### src/rtl/irq_request_controller_pkg.sv
// Shared definitions for the interrupt request controller: FSM encoding and the
// decode opcodes it shares with the jump control block.
package irq_request_controller_pkg;

    typedef enum logic [1:0] {
        ST_IDLE    = 2'd0,
        ST_FIRE    = 2'd1,
        ST_ENTRY   = 2'd2,
        ST_SERVICE = 2'd3
    } irq_state_e;

    localparam logic [5:0]  OP_JV     = 6'b011100;
    localparam logic [5:0]  OP_JNV    = 6'b011101;
    localparam logic [5:0]  OP_JZ     = 6'b011110;
    localparam logic [5:0]  OP_JNZ    = 6'b011111;
    localparam logic [5:0]  OP_JMP    = 6'b011000;
    localparam logic [5:0]  OP_RET    = 6'b010000;
    localparam logic [15:0] ISR_ENTRY = 16'hF000;

    // Jump control saves current_address+1 as the return address, which is wrong
    // for any instruction that itself redirects the PC.
    function automatic logic is_ctrl_xfer(input logic [5:0] op);
        logic hit;
        case (op)
            OP_JV, OP_JNV, OP_JZ, OP_JNZ, OP_JMP, OP_RET: hit = 1'b1;
            default:                                      hit = 1'b0;
        endcase
        return hit;
    endfunction

endpackage

### src/rtl/irq_priority_enc.sv
// Lowest-index-wins priority encoder over the masked pending requests.
module irq_priority_enc #(
    parameter int NUM_IRQ = 8,
    parameter int ID_W    = 3
) (
    input  logic [NUM_IRQ-1:0] req_i,
    output logic               valid_o,
    output logic [ID_W-1:0]    id_o
);

    always_comb begin
        valid_o = |req_i;
        id_o    = '0;
        for (int i = NUM_IRQ - 1; i >= 0; i--) begin
            if (req_i[i]) begin
                id_o = ID_W'(i);
            end
        end
    end

endmodule

### src/rtl/irq_request_controller.sv
// Edge-detecting, masked, prioritised interrupt initiator for the jump control block;
// issues a one-cycle pulse and blocks further grants until the ISR's RET reaches decode.
module irq_request_controller
    import irq_request_controller_pkg::*;
#(
    parameter int                 NUM_IRQ   = 8,
    parameter int                 ID_W      = 3,
    parameter logic [NUM_IRQ-1:0] MASK_RST  = 8'hFF,
    parameter int                 ENTRY_CYC = 2
) (
    input  logic               clk_i,
    input  logic               rst_ni,
    input  logic [NUM_IRQ-1:0] irq_i,
    input  logic [5:0]         op_i,
    input  logic               mask_we_i,
    input  logic [NUM_IRQ-1:0] mask_wdata_i,
    output logic               interrupt_o,
    output logic [ID_W-1:0]    irq_id_o,
    output logic               in_service_o,
    output logic [NUM_IRQ-1:0] pending_o
);

    localparam int CNT_W = (ENTRY_CYC > 1) ? $clog2(ENTRY_CYC) : 1;

    logic [NUM_IRQ-1:0] irq_d_q;
    logic [NUM_IRQ-1:0] pending_q;
    logic [NUM_IRQ-1:0] pending_d;
    logic [NUM_IRQ-1:0] mask_q;
    logic [NUM_IRQ-1:0] rise;
    logic [NUM_IRQ-1:0] clr;
    logic               cand_valid;
    logic [ID_W-1:0]    cand_id;
    logic               grant;

    irq_state_e         state_q;
    logic [CNT_W-1:0]   cnt_q;
    logic               interrupt_q;
    logic               in_service_q;
    logic [ID_W-1:0]    irq_id_q;

    irq_priority_enc #(
        .NUM_IRQ (NUM_IRQ),
        .ID_W    (ID_W)
    ) u_prio (
        .req_i   (pending_q & mask_q),
        .valid_o (cand_valid),
        .id_o    (cand_id)
    );

    assign grant = (state_q == ST_IDLE) && cand_valid && !is_ctrl_xfer(op_i);
    assign rise  = irq_i & ~irq_d_q;

    // A fresh rise on the source being granted re-arms it, so rise is OR-ed last.
    for (genvar gi = 0; gi < NUM_IRQ; gi++) begin : g_pend
        assign clr[gi]       = grant && (cand_id == ID_W'(gi));
        assign pending_d[gi] = rise[gi] | (pending_q[gi] & ~clr[gi]);
    end

    always_ff @(posedge clk_i or negedge rst_ni) begin
        if (!rst_ni) begin
            irq_d_q   <= '0;
            pending_q <= '0;
            mask_q    <= MASK_RST;
        end else begin
            irq_d_q   <= irq_i;
            pending_q <= pending_d;
            if (mask_we_i) begin
                mask_q <= mask_wdata_i;
            end
        end
    end

    always_ff @(posedge clk_i or negedge rst_ni) begin
        if (!rst_ni) begin
            state_q      <= ST_IDLE;
            cnt_q        <= '0;
            interrupt_q  <= 1'b0;
            in_service_q <= 1'b0;
            irq_id_q     <= '0;
        end else begin
            interrupt_q <= 1'b0;
            case (state_q)
                ST_IDLE: begin
                    if (grant) begin
                        state_q      <= ST_FIRE;
                        interrupt_q  <= 1'b1;
                        in_service_q <= 1'b1;
                        irq_id_q     <= cand_id;
                    end
                end
                ST_FIRE: begin
                    cnt_q   <= CNT_W'(ENTRY_CYC - 1);
                    state_q <= ST_ENTRY;
                end
                // RET is ignored here: the flag save has not completed yet.
                ST_ENTRY: begin
                    if (cnt_q == '0) begin
                        state_q <= ST_SERVICE;
                    end else begin
                        cnt_q <= cnt_q - CNT_W'(1);
                    end
                end
                ST_SERVICE: begin
                    if (op_i == OP_RET) begin
                        state_q      <= ST_IDLE;
                        in_service_q <= 1'b0;
                    end
                end
                default: state_q <= ST_IDLE;
            endcase
        end
    end

    assign interrupt_o  = interrupt_q;
    assign irq_id_o     = irq_id_q;
    assign in_service_o = in_service_q;
    assign pending_o    = pending_q;

endmodule
### config.mk
export PLATFORM = sky130hd
export DESIGN_NAME = irq_request_controller
export DESIGN_NICKNAME = d
export VERILOG_FILES = /design/src/rtl/irq_request_controller_pkg.sv /design/src/rtl/irq_priority_enc.sv /design/src/rtl/irq_request_controller.sv
export SDC_FILE = /design/constraint.sdc
export NUM_CORES = 1
export LEC_CHECK = 0
export ABC_AREA = 1
export BUFFER_PORTS_ARGS = -buffer_cell sky130_fd_sc_hd__buf_4
export CAP_MARGIN = 20
export CORE_ASPECT_RATIO = 2
export CORE_UTILIZATION = 52
export DETAILED_ROUTE_END_ITERATION = 16
export PLACE_DENSITY = 0.78
export SYNTH_ARGS = -nofsm -noshare
export SYNTH_HDL_FRONTEND = slang
export SYNTH_HIERARCHICAL = 1
export SYNTH_SLANG_ARGS = --single-unit
### constraint.sdc
create_clock -name clk_i -period 2 [get_ports clk_i]
set_clock_uncertainty 0.2 [all_clocks]
set_input_delay 0.4 -clock clk_i [delete_from_list [all_inputs] [get_ports clk_i]]
set_output_delay 0.4 -clock clk_i [all_outputs]
set_load 0.005 [all_outputs]
==> metrics.txt <==
PD cells=1300 nW/µm²; Multi-input gate area=582 µm²; DP HPWL=2480 µm; routability congestion estimate=0.904; die width=40.5 µm; actual slew at the worst max-slew pin=396 ps; Synth area leader=dfrtp_1; flop-to-flop setup slack=-7 ps; r2r endpoint=pending_o[7]; Synth Area in Adders=3.25%; Peak VDD IR=0.650 mV; status=finished, violations left; Inserted Clock Buffers=5; Rows=27; vias in the first global route=1,328; most frequent cells after synthesis=nand2_1 (49), inv_1 (37), dfrtp_1 (24); Synth top area share=39.0%; dominant cell by count in the synthesized netlist=nand2_1; Crit-path slowest cell=dfstp_2; WL final=3390 µm; Longest Clk Path Bufs=2; htree depth=2; PortBufs=37; WHS Path Cells=1; clock sink total=32; dominant synthesized flop cell=dfrtp_1; hold wc startpoint=irq_i[6]; Switching Fraction=34.5%; failing checks=setup timing; switching pwr=0.910 mW; Max stage delay on crit path=530 ps; final setup TNS=-7.33 ps; maximum clock rate=498 MHz; share of cells above drive strength 1=36.8%; Place WS=-1.49 ps; global-route wire length before repair=5150 µm; Worst Path Max Fanout=5; area fraction in compound gates after synthesis=6.83%; hold path endpoint=irq_d_q[6]; drt pass-1 iters=5; endpoints failing setup=1; Final Critical Period=2010 ps; max_cap viols=0; Placed Area=1830 µm²; Syn Nets=204; Finished Layout Cells=252; max_slew headroom=73.6%; Seq/Total Area, Yosys=52.7%; crit path cell chain=nand2_1 -> inv_1 -> or2_1 -> nand3_1 -> a31oi_2 -> nand2_1 -> inv_1 -> nand2_1 -> o21ai_1 -> nand2_1; Worst Hold Class=in2reg; CTS tree=built; per-cell routed wire length=13.5 µm; Placed Cells=239; final net count=251; post-route setup slack=-7.33 ps; gr usage total=23.8%; final hold viol count=0; core outline area=2770 µm²; syn_area_per_cell=8.79 µm²; number of synthesized flops with an enable pin=0; Seq pwr share=34.5%; main combinational cell family by area after synthesis=simple AND/OR/NAND/NOR gates; Static Leak=1.07 nW; area share of xor/xnor cells in the synthesized design=0%; P&R area growth vs syn=31.5%; register bit total from synthesis=32; worst path bufs/invs=2; critical path's top delay family=flip-flops; Final Cycle Share=100%; Post-Syn Area=1540 µm²; initial drt markers=31; Starting Density=55.6%; Reg-to-Reg Start=mask_q[7]; fin. max-slew vios=0; post-synthesis simple-gate area fraction=21.1%; cells after synthesis=175; Clock Latency Late Sink=280 ps; Post-DRT Antenna Nets=0; Critical Path RT=1960 ps; synth top area cells=dfrtp_1 (39%), dfstp_2 (14%), nand2_1 (12%); Critical Path Most Common Cell=nand2_1; Final Total Pwr=2.64 mW; fin util=73.1%; Distinct cells, synth=23; Residual DRC=0; Fillers=235; vias after detailed routing=1,275; Reg area=811 µm²; mux cell area share after synthesis=5.85%; Worst Setup End Kind=flop; Clock Power Share=25.4%; hold_ws=28.3 ps; vias per inst=5.06; initial antenna violation count=0; critical path launch point type=flop; YS warnings=6; Worst Path Class, Setup=reg2reg; Synth async-reset ratio=100%; final non-filler cell area=2020 µm²; Die H=78.9 µm; clock slew at reported path FFs=70 ps; grt ovf=0; Setup crit start=mask_q[7]; Root Buffer=clkbuf_8; I/O pin cnt=38; largest net degree at the start of global routing=33; crit path DAT=1970 ps; Worst R2R Path Depth=10; ANT cells=0; internal power=1.73 mW; part of the power in combinational logic=40.1%; die area=3190 µm²
## what timing repair did
item / CTS / global route
buffers inserted: 1 / 3
endpoints found under the hold margin: 24 / 0
pin swaps: 1 / 3
hold buffers: 1 / 0
setup endpoints to repair: 1 / 9
resized for setup: 1 / 8
## how the worst max path moves through the flow
stage                              end  slack [ps]  cells after the start
after floorplan           pending_o[7]         200                     13
after global placement    pending_o[7]          80                     13
after detailed placement  pending_o[7]          -1                     13
after CTS                 pending_o[7]           3                     10
after global routing      pending_o[7]        -100                     10
final                     pending_o[7]          -7                     10
## state kept, by name, indices dropped and copies added (netlist names)
register      flops
cnt_q             1
in_service_o      1
interrupt_o       1
irq_d_q           8
irq_id_o          3
mask_q            8
pending_o         8
state_q           2
## placed cells by master (no fill, tap or decap), types with 3 or more instances in the layout
cell      count
nor2_1        7
inv_1        35
nand3_1       9
buf_4        40
o21ai_1       7
ha_1          4
mux2_2        8
dfstp_2       8
clkbuf_8      7
o21ai_2       4
nand2_1      49
dfrtp_1      24
nand2_2       3
## per-layer routing
metal | share of wire (%) | GRT usage, %
met5 | 0 | 0
met4 | 3.6 | 12.0
met3 | 3.4 | 5.87
met2 | 60 | 43.8
met1 | 33 | 20.7
## layout make-up
type                    instances  area share [%]
clock buffers                   7            4.76
clock inverters                 1            1.48
repair buffers                 42            16.3
multi-input cells             104            28.7
inverters                      37            6.86
flip-flops and latches         32            40.0
well taps                      29            1.79
## cells by family after synthesis
family | Yosys count
buffers and inverters | 39
adder cells (fa/ha/maj) | 4
flip-flops | 32
multiplexers | 8
AND/OR/NAND/NOR | 75
AO/OA/AOI/OAI | 17
## power groups by stage
stage | Clock [mW] | Combinational [mW] | Sequential [mW]
after floorplan | 0 | 0.619 | 0.908
after global placement | 0 | 0.876 | 0.908
after detailed placement | 0 | 0.929 | 0.916
after CTS | 0.683 | 0.953 | 0.907
after global routing | 0.710 | 1.17 | 0.928
final | 0.670 | 1.06 | 0.909
Power figures use the tool's default switching activity.
